--- src/rtl/uart_pkg.sv ---
// Shared UART definitions: FSM state encoding, default frame parameters
// and the even-parity helper used by both the receiver and the transmitter.
package uart_pkg;

   localparam int unsigned DEF_NB_DATA = 8;
   localparam int unsigned DEF_SB_TICK = 16;
   localparam int unsigned DEF_OVS     = 16;

   typedef enum logic [2:0] {
      ST_IDLE,
      ST_START,
      ST_DATA,
      ST_PARITY,
      ST_STOP,
      ST_WAIT_HIGH
   } uart_state_t;

   // Returns 1 when the word holds an odd number of ones, i.e. the bit that
   // makes the total count even.
   function automatic logic even_parity(input logic [31:0] d);
      return ^d;
   endfunction

endpackage

--- src/rtl/sync_2ff.sv ---
// Two-flop synchronizer for a single asynchronous input; RST_VAL sets the
// value both flops take during reset.
module sync_2ff #(
   parameter logic RST_VAL = 1'b0
) (
   input  logic i_clk,
   input  logic i_reset,
   input  logic i_d,
   output logic o_q
);

   logic meta;

   always_ff @(posedge i_clk or negedge i_reset) begin
      if (!i_reset) begin
         meta <= RST_VAL;
         o_q  <= RST_VAL;
      end else begin
         meta <= i_d;
         o_q  <= meta;
      end
   end

endmodule

--- src/rtl/uart_rx.sv ---
// UART receiver with 16x oversampling: start, NB_DATA bits LSB first, optional
// even parity (build with UART_RX_PARITY_EN) and a SB_TICK-tick stop interval.
module uart_rx
   import uart_pkg::*;
#(
   parameter int unsigned NB_DATA = DEF_NB_DATA,
   parameter int unsigned SB_TICK = DEF_SB_TICK,
   parameter int unsigned OVS     = DEF_OVS
) (
   input  logic               i_clk,
   input  logic               i_reset,
   input  logic               i_tick,
   input  logic               i_rx_data,
   output logic [NB_DATA-1:0] o_data,
   output logic               o_valid,
   output logic               o_frame_err,
   output logic               o_parity_err
);

   localparam int unsigned S_MAX = (OVS > SB_TICK) ? OVS : SB_TICK;
   localparam int unsigned S_W   = $clog2(S_MAX);
   localparam int unsigned N_W   = (NB_DATA > 1) ? $clog2(NB_DATA) : 1;

   localparam logic [S_W-1:0] S_HALF = S_W'(OVS / 2 - 1);
   localparam logic [S_W-1:0] S_BIT  = S_W'(OVS - 1);
   localparam logic [S_W-1:0] S_STOP = S_W'(SB_TICK - 1);
   localparam logic [N_W-1:0] N_LAST = N_W'(NB_DATA - 1);

   uart_state_t        state, state_nxt;
   logic [S_W-1:0]     s, s_nxt;
   logic [N_W-1:0]     n, n_nxt;
   logic [NB_DATA-1:0] b, b_nxt;
   logic [NB_DATA-1:0] data_nxt;
   logic               valid_nxt;
   logic               frame_err_nxt;
   logic               rx_s;

`ifdef UART_RX_PARITY_EN
   logic par_err, par_err_nxt;
   logic parity_err_nxt;
`endif

   sync_2ff #(
      .RST_VAL(1'b1)
   ) u_sync (
      .i_clk  (i_clk),
      .i_reset(i_reset),
      .i_d    (i_rx_data),
      .o_q    (rx_s)
   );

   always_ff @(posedge i_clk or negedge i_reset) begin
      if (!i_reset) begin
         state       <= ST_IDLE;
         s           <= '0;
         n           <= '0;
         b           <= '0;
         o_data      <= '0;
         o_valid     <= 1'b0;
         o_frame_err <= 1'b0;
`ifdef UART_RX_PARITY_EN
         par_err      <= 1'b0;
         o_parity_err <= 1'b0;
`endif
      end else begin
         state       <= state_nxt;
         s           <= s_nxt;
         n           <= n_nxt;
         b           <= b_nxt;
         o_data      <= data_nxt;
         o_valid     <= valid_nxt;
         o_frame_err <= frame_err_nxt;
`ifdef UART_RX_PARITY_EN
         par_err      <= par_err_nxt;
         o_parity_err <= parity_err_nxt;
`endif
      end
   end

`ifndef UART_RX_PARITY_EN
   assign o_parity_err = 1'b0;
`endif

   always_comb begin
      state_nxt     = state;
      s_nxt         = s;
      n_nxt         = n;
      b_nxt         = b;
      data_nxt      = o_data;
      valid_nxt     = 1'b0;
      frame_err_nxt = 1'b0;
`ifdef UART_RX_PARITY_EN
      par_err_nxt    = par_err;
      parity_err_nxt = 1'b0;
`endif
      unique case (state)
         ST_IDLE: begin
            if (!rx_s) begin
               state_nxt = ST_START;
               s_nxt     = '0;
            end
         end
         ST_START: begin
            if (i_tick) begin
               if (s == S_HALF) begin
                  s_nxt     = '0;
                  n_nxt     = '0;
                  state_nxt = rx_s ? ST_IDLE : ST_DATA;
               end else begin
                  s_nxt = s + 1'b1;
               end
            end
         end
         ST_DATA: begin
            if (i_tick) begin
               if (s == S_BIT) begin
                  s_nxt = '0;
                  b_nxt = {rx_s, b[NB_DATA-1:1]};
                  n_nxt = n + 1'b1;
                  if (n == N_LAST) begin
`ifdef UART_RX_PARITY_EN
                     state_nxt = ST_PARITY;
`else
                     state_nxt = ST_STOP;
`endif
                  end
               end else begin
                  s_nxt = s + 1'b1;
               end
            end
         end
`ifdef UART_RX_PARITY_EN
         ST_PARITY: begin
            if (i_tick) begin
               if (s == S_BIT) begin
                  s_nxt       = '0;
                  par_err_nxt = rx_s ^ even_parity(32'(b));
                  state_nxt   = ST_STOP;
               end else begin
                  s_nxt = s + 1'b1;
               end
            end
         end
`endif
         ST_STOP: begin
            if (i_tick) begin
               if (s == S_STOP) begin
                  s_nxt = '0;
                  // A bad stop bit outranks a parity mismatch: only the frame error is flagged.
                  if (rx_s) begin
                     data_nxt  = b;
                     state_nxt = ST_IDLE;
`ifdef UART_RX_PARITY_EN
                     valid_nxt      = !par_err;
                     parity_err_nxt = par_err;
`else
                     valid_nxt = 1'b1;
`endif
                  end else begin
                     frame_err_nxt = 1'b1;
                     state_nxt     = ST_WAIT_HIGH;
                  end
               end else begin
                  s_nxt = s + 1'b1;
               end
            end
         end
         ST_WAIT_HIGH: begin
            if (rx_s) begin
               state_nxt = ST_IDLE;
            end
         end
         default: begin
            state_nxt = ST_IDLE;
         end
      endcase
   end

endmodule

--- config.mk ---
export PLATFORM = sky130hd
export DESIGN_NAME = uart_rx
export DESIGN_NICKNAME = d
export VERILOG_FILES = /design/src/rtl/uart_pkg.sv /design/src/rtl/sync_2ff.sv /design/src/rtl/uart_rx.sv
export SDC_FILE = /design/constraint.sdc
export NUM_CORES = 1
export LEC_CHECK = 0
export CAP_MARGIN = 30
export CORE_ASPECT_RATIO = 0.8
export CORE_MARGIN = 10
export CORE_UTILIZATION = 40
export CTS_CLUSTER_SIZE = 14
export DETAILED_ROUTE_END_ITERATION = 10
export PLACE_DENSITY_LB_ADDON = 0.15
export SETUP_SLACK_MARGIN = 0.4
export SYNTH_ARGS = -nofsm -noshare
export SYNTH_HDL_FRONTEND = slang
export SYNTH_SLANG_ARGS = --single-unit
--- constraint.sdc ---
create_clock -name i_clk -period 2.5 [get_ports i_clk]
set_input_delay 0.375 -clock i_clk [delete_from_list [all_inputs] [get_ports i_clk]]
set_output_delay 0.375 -clock i_clk [all_outputs]
set_load 0.02 [all_outputs]
# Yosys cells after proc, flatten, opt, wreduce, memory -nomap -nowiden
# Cells that the tools add are included.
# Widths: inputs -> output; s select.
# totals
ff_bits,30
# op_classes
add_sub_neg,2
n_eq_ne,17
mux,31
n_reduce_logical,9
# ops
op,count
$mux 3,14
$mux 4,5
$ne 2x2->1 const B,8
$pmux 3 s5,1
$pmux 4 s3,1
$eq 3x3->1 const B,3
$reduce_and 9->1,1
$mux 1,8
$reduce_and 4->1,2
$pmux 3 s2,1
$reduce_and 5->1,1
$add 4x1->4 const B,1
$eq 4x3->1 const B,1
$eq 4x4->1 const B,1
$ne 2x1->1 const B,2
$add 3x1->3 const B,1
$eq 3x1->1 const B,1
$eq 3x2->1 const B,1
$logic_not 3->1,1
$reduce_and 3->1,1
$reduce_bool 3->1,1
$mux 2,1
$reduce_bool 2->1,1
$reduce_or 2->1,1

# Logic depth before layout (Yosys ltp)
# Gate-level depths: netlist of the first run.
# logic_depth
word_depth,5
depth_mapped,6

# Modules after synthesis
# A second synthesis of the first run with hierarchy kept.
# hier_totals
hier_cells,136
hier_area_um2,1517.7
# modules_own_cells
module,n_inst,cells_each,area_per_inst_um2,seq_area_each_um2
uart_rx,1,134,1465.2,700.7
sync_2ff,1,2,52.6,52.6

# Worst setup path after synthesis of the first run
# Ideal clock, no wire load.
# synth_timing
kind,reg2reg
startpoint,register s[0]
endpoint,register b[0]
setup_ps,128
arrival_ps,1709
slack_ps,663
stages_incl_launch_ff,7
n_path_buf,0
synth_period_minus_slack_ps,1837
cell_sequence,dfrtp_1 > ha_1 > and3b_1 > o32a_1 > nor2b_4 > nand2_4 > mux2_1
# synth_via
elab_chain_cells,2
# synth_rtl
element,line,text
"start, declared",uart_rx.sv:30,"logic [S_W-1:0] s, s_nxt;"
"start signal, assigned",uart_rx.sv:67,s <= s_nxt;
$eq 4x4->1,uart_rx.sv:116,if (s == S_BIT) begin
$reduce_and 3->1 (no source line),--,
"end signal, assigned",uart_rx.sv:69,b <= b_nxt;
"end, declared",uart_rx.sv:32,"logic [NB_DATA-1:0] b, b_nxt;"
# No other way between the ends.
# A chain may end at the register's enable or synchronous reset.

# Worst setup path after layout of the first run
# layout_timing
startpoint,register state[1]
endpoint,register b[6]
# layout_via
elab_chain_cells,2
# layout_rtl
element,line,text
"start, declared",uart_rx.sv:29,"uart_state_t state, state_nxt;"
"start signal, assigned",uart_rx.sv:66,state <= state_nxt;
$eq 3x2->1,uart_rx.sv:96,unique case (state)
$reduce_and 3->1 (no source line),--,
# No other way between the ends.

==> run summary, run 1 <==
outcome - completed
Ant. Diodes - 0
initial antenna violation count - 0
IO Pins - 15
R2R setup slack - 540 ps
critical path class - reg2reg
Worst path top cell family by delay - simple AND/OR/NAND/NOR gates
cell count after synthesis - 116
crit-path max cell delay - 570 ps
detail-routed via count per cell - 5.14
die area - 6290 sq um
final worst slack - 536 ps
Worst Hold Class - reg2reg
Avg Synthesized Cell Area - 12.1 sq um
Bufs and invs on worst path - 0
Seq/Total Area, Yosys - 53.7%
Crit path depth - 5
RR Startpoint - state[1]
Mapped Area - 1400 sq um
drc violations - 0
hold_sp - u_sync.meta
Arrival @ worst endpoint - 2120 ps
R2R cell count - 5
Seq cells post-synth - 30
Setup violations, final - 0
Fin Setup TNS - 0 ps
number of distinct library cells after synthesis - 41
clk sinks - 30
H-tree depth - 2
vias in the first global route - 908
Finished Layout Cells - 174
routability cong. - 0.784
# rows - 19
Avg WL per Cell - 14.1 um
buffers added on ports - 13
Max Fclk - 509 MHz
post-CTS setup buffer count - 0
Die Span Y - 73.0 um
Final #Nets - 138
Fin. Hold Viols - 0
Layout fillers - 322
Reg-to-Reg End - b[6]
Clock Latency Late Sink - 270 ps
Peak VDD IR - 0.422 mV
Worst Hold Path EP - u_sync.o_q
hold-critical path depth - 0
Final Cycle Share - 78.6%
Synthesized Nets - 123
MaxCap Viol Count - 0
Worst-path clk slew - 60 ps
critical path cell sequence - or3b_1, o32a_1, nor2b_4, nand2_4, mux2_1
Post-Place Cells - 166
CP Capture Type - flop
top sig layer - met4
RSZ-0062 raised after global routing - false
global-route wire length before repair - 4330 um
CP max FO - 13
synth-to-layout area growth - 16.9%
CTS tree - yes
Routed met1 length - 1210 um
Initial Util - 41.3%
Critical Path Source Type - flop
Root Buffer - clkbuf_8
Die Wd - 86.2 um
final wirelength - 2450 um
post-cts sizing count - 0
DRC violation total after the first TritonRoute iteration - 29
total gr overflow - 0
CTS Buf Count - 5
wire length on met3 - 132 um
Slew Limit Fails - 0
WL met2 - 1100 um
CORE AREA - 3400 sq um
Post-CTS Hold Buffers - 0
critical path required time - 2650 ps
ANT nets after route - 0
post-route design area - 1640 sq um
pwr dens - 951 nW/um^2
Via Count - 895
largest net degree at the start of global routing - 31
Cell Area, Placed - 1560 sq um
DR pass1 iterations - 4
Setup WS pre-CTS - 509 ps
synth warn - 0
CTS max path bufs - 2
layout cells sized above 1 - 10.6%
Global Route Usage Sum - 8.67%
Critical-path top delay cell - dfrtp_1
final core utilization - 48.2%
Worst Clk Skew - 3.75 ps
Static Leak - 0.000796 uW
min Tclk post-route - 1960 ps
Detail Placement HPWL - 1700 um
-- cells in the mapped netlist (all sizes together) --
master    n  area [sq um]
dfrtp    28           701
mux2     18           203
nand2     8          37.5
nor2      6          25.0
o21ai     5          25.0
a21o      4          30.0
buf       4          28.8
nand3     4          20.0
a21oi     3          15.0
ha        3          37.5
nand2b    3          18.8
nor2b     3          26.3
a22o      2          17.5
a32o      2          20.0
clkbuf    2          7.51
dfstp     2          52.6
inv       2          7.50
a2111oi   1          8.76
a211oi    1          7.51
a21boi    1          7.51
and3      1          6.26
and3b     1          8.76
conb      1          3.75
mux2i     1          10.0
nand3b    1          7.51
nand4     1          6.26
nor3      1          5.00
o22a      1          8.76
o2bb2ai   1          8.76
o31ai     1          7.51
o32a      1          10.0
or2       1          6.26
or3b      1          8.76
xnor2     1          8.76
-- layer usage --
| metal | up-vias | track usage [%] |
|---|---|---|
| li1 | 440 | - |
| met1 | 439 | 11.0 |
| met2 | 14 | 12.4 |
| met3 | 2 | 4.02 |
| met4 | 0 | 3.77 |
| met5 | - | 0 |
-- layout make-up --
cell class                      instances  area (sq um)  share of cell area, %
Sequential cell                        30           753                   46.0
Clock inverter                          2          10.0                  0.611
Timing Repair Buffer                   14           138                   8.40
Clock buffer                            6          72.6                   4.43
Inverter                                2          7.51                  0.458
Tap cell                               42          52.6                   3.21
Multi-Input combinational cell         78           606                   36.9
-- cells in the final DEF, fill, tap and decap left out, types with 2 or more instances in the layout --
cell type / instances
clkinv_2: 2
nand2b_1: 3
clkbuf_8: 5
a21oi_1: 3
a22o_1: 2
ha_1: 3
clkdlybuf4s50_1: 13
nand3_1: 4
nor2_1: 5
o21ai_1: 4
dfstp_2: 2
a32o_1: 2
mux2_1: 18
nor2b_1: 2
a21o_1: 4
dfrtp_1: 28
nand2_1: 7
-- power by group --
| group | switching, uW | total (uW) | internal (uW) |
|---|---|---|---|
| Combinational | 258 | 501 | 243 |
| Clock | 171 | 364 | 192 |
| Sequential | 120 | 695 | 575 |
-- worst max path at each step --
stage	start	end
after floorplan	s[0]	b[0]
after global placement	i_tick	o_data[6]
after detailed placement	i_tick	o_data[6]
after CTS	s[0]	b[6]
after global routing	state[0]	o_data[6]
final	state[1]	b[6]
-- state kept, by name (all words and copies together), names as in the netlist --
name / flops
state: 3
u_sync.o_q: 1
o_valid: 1
s: 4
o_data: 8
o_frame_err: 1
n: 3
b: 8
u_sync.meta: 1
-- stage by stage --
step	total power, uW	hold slack, ps
floorplan	1110	79.4
global placement	1190	347
detailed placement	1200	347
CTS	1580	356
global route	1700	360
finish	1560	356
-- kinds of logic (layout without fill, tap and decap cells) --
| kind of cell | Yosys count | after routing | share of synthesized area, % |
|---|---|---|---|
| muxes | 19 | 19 | 15.2 |
| other | 1 | 1 | 0.267 |
| xor gates and xnor gates | 1 | 1 | 0.625 |
| AOI/OAI and AO/OA | 23 | 23 | 11.9 |
| buffers and inverters | 8 | 24 | 3.12 |
| and+or+nand+nor | 31 | 31 | 12.6 |
| adders and majority gates | 3 | 3 | 2.68 |
| DFF | 30 | 30 | 53.7 |
-- worst reg2reg max path, cell delays in order, from the launching register on --
cell and delay, ps:
dfrtp_1 570, or3b_1 410, o32a_1 230, nor2b_4 170, nand2_4 130, mux2_1 340
(Power assumes the default switching activity.)
==> run 2: changes to the inputs <==
==> constraint.sdc (replaced) <==
create_clock -name i_clk -period 2.02 [get_ports i_clk]
set_input_delay 0.303 -clock i_clk [delete_from_list [all_inputs] [get_ports i_clk]]
set_output_delay 0.303 -clock i_clk [all_outputs]
set_load 0.02 [all_outputs]
==> run summary, run 2 (same netlist as run 1, synthesis figures left out) <==
critical path required time - 2180 ps
Worst Setup SP - s[1]
Die Span Y - 73.0 um
drc violations - 0
IO Pins - 15
Root Buffer - clkbuf_8
Static Leak - 0.000915 uW
CP max FO - 8
worst hold margin - 356 ps
Critical-path top delay cell - dfrtp_1
global-route wire length before repair - 4630 um
routability cong. - 0.742
layout cells sized above 1 - 36.6%
vias in the first global route - 947
crit-path max cell delay - 410 ps
final core utilization - 55.0%
R2R cell count - 6
outcome - completed
Crit path depth - 6
Pwr Total - 2300 uW
Bufs and invs on worst path - 0
CTS Buf Count - 5
clk sinks - 30
DR pass1 iterations - 2
final worst slack - 198 ps
RSZ-0062 raised after global routing - true
hold_sp - u_sync.meta
most frequent cells in the layout - dfrtp_1 (26), mux2_4 (17), clkdlybuf4s50_1 (13), buf_4 (13), nand2_1 (7)
Final Cycle Share - 90.2%
ANT nets after route - 0
Fin Setup TNS - 0 ps
most common cell after layout, fill and taps aside - dfrtp_1
CORE AREA - 3400 sq um
pwr dens - 1230 nW/um^2
Setup WS pre-CTS - 83.4 ps
H-tree depth - 2
hold-critical path depth - 0
Setup violations, final - 0
# rows - 19
Int Pwr - 1520 uW
largest net degree at the start of global routing - 31
switch share - 34.0%
Post-CTS Hold Buffers - 0
Clock Latency Late Sink - 270 ps
Avg WL per Cell - 14.8 um
min Tclk post-route - 1820 ps
Via Count - 949
die area - 6290 sq um
synth-to-layout area growth - 33.2%
Critical Path Source Type - flop
Worst Hold Class - reg2reg
Initial Util - 41.3%
DRC violation total after the first TritonRoute iteration - 53
total gr overflow - 0
MaxCap Viol Count - 0
detail-routed via count per cell - 5.07
Worst path top cell family by delay - simple AND/OR/NAND/NOR gates
final wirelength - 2770 um
buffers added on ports - 13
critical path class - reg2reg
Arrival @ worst endpoint - 1980 ps
critical path cell sequence - ha_4, and3b_1, o32a_1, nor2b_4, nand2_4, mux2_4
clock share of power - 20.8%
Global Route Usage Sum - 9.25%
P_sw - 781 uW
biggest regs - b (8), o_data (8), s (4)
Fin. Hold Viols - 0
Ant. Diodes - 0
Detail Placement HPWL - 1850 um
Worst-path clk slew - 60 ps
Max Fclk - 549 MHz
initial antenna violation count - 0
CTS tree - yes
CP Capture Type - flop
sequential share of power - 36.4%
combinational power share - 42.8%
Slew Limit Fails - 0
RR Startpoint - s[1]
Die Wd - 86.2 um
CTS max path bufs - 2
Final #Nets - 151
Peak VDD IR - 0.681 mV
Worst Clk Skew - 1.94 ps
[run 2: cell types whose count changed in the layout (fill, tap and decap cells not counted), sizes merged]
| cell | delta |
|---|---|
| or2 | +1 |
| clkinv | -1 |
| buf | +12 |
| clkbuf | +1 |
[run 2: final cells by class]
class / instances / area, sq um
Fill cell: 302 / 1530
Sequential cell: 30 / 756
Multi-Input combinational cell: 79 / 733
Timing Repair Buffer: 26 / 228
Clock buffer: 7 / 86.3
Tap cell: 42 / 52.6
Inverter: 2 / 7.51
Clock inverter: 1 / 5.00
[run 2: worst paths after layout]
check / end / slack, ps
max: b[4] / 200
min: u_sync.o_q / 360
max reg2reg: b[4] / 200
min reg2reg: u_sync.o_q / 360
max in group asynchronous: u_sync.meta / 1280
min in group asynchronous: state[2] / 410
[run 2: through the flow]
step | area (sq um) | instances
floorplan | 1470 | 116
global placement | 1650 | 170
global route | 1870 | 187
detailed placement | 1650 | 170
finish | 1870 | 187
CTS | 1840 | 185
[run 2: power groups by stage]
stage          combinational, uW  clock [uW]  sequential, uW
2_1_floorplan                616           0             796
6_report                     982         479             835
3_3_place_gp                 714           0             840
4_1_cts                      915         494             830
5_1_grt                     1080         525             853
3_5_place_dp                 730           0             848
[run 2: routing by layer]
| metal | global-route usage [%] | routed length (um) | part of all wire, % | vias up |
|---|---|---|---|---|
| met5 | 0 | 0 | 0 | - |
| met4 | 2.69 | 10 | 0.36 | 0 |
| met3 | 4.46 | 149 | 5.4 | 2 |
| met2 | 13.3 | 1260 | 45 | 16 |
| met1 | 12.0 | 1360 | 49 | 459 |
| li1 | - | - | - | 472 |
[run 2: timing repair]
action / in CTS / in global routing
setup endpoints to repair: 23 / 26
pin swaps: 4 / 4
cloned: 1 / 0
resized for setup: 12 / 3
setup buffers: 6 / 2
[run 2: worst register-to-register path, delay by kind of cell (launching register included)]
family,cells,cell delay [ps]
AOI/OAI and AO/OA,1,300
adders and majority gates,1,190
DFF,1,410
muxes,1,320
and+or+nand+nor,3,490
==> run 3: changes to the inputs <==
--- a/config.mk
+++ b/config.mk
@@ -13,6 +13,7 @@
 export DETAILED_ROUTE_END_ITERATION = 10
 export PLACE_DENSITY_LB_ADDON = 0.15
 export SETUP_SLACK_MARGIN = 0.4
+export SLEW_MARGIN = 25
 export SYNTH_ARGS = -nofsm -noshare
 export SYNTH_HDL_FRONTEND = slang
 export SYNTH_SLANG_ARGS = --single-unit
==> results of run 3 <==
Final layout, timing and power as in run 2 (identical DEF).
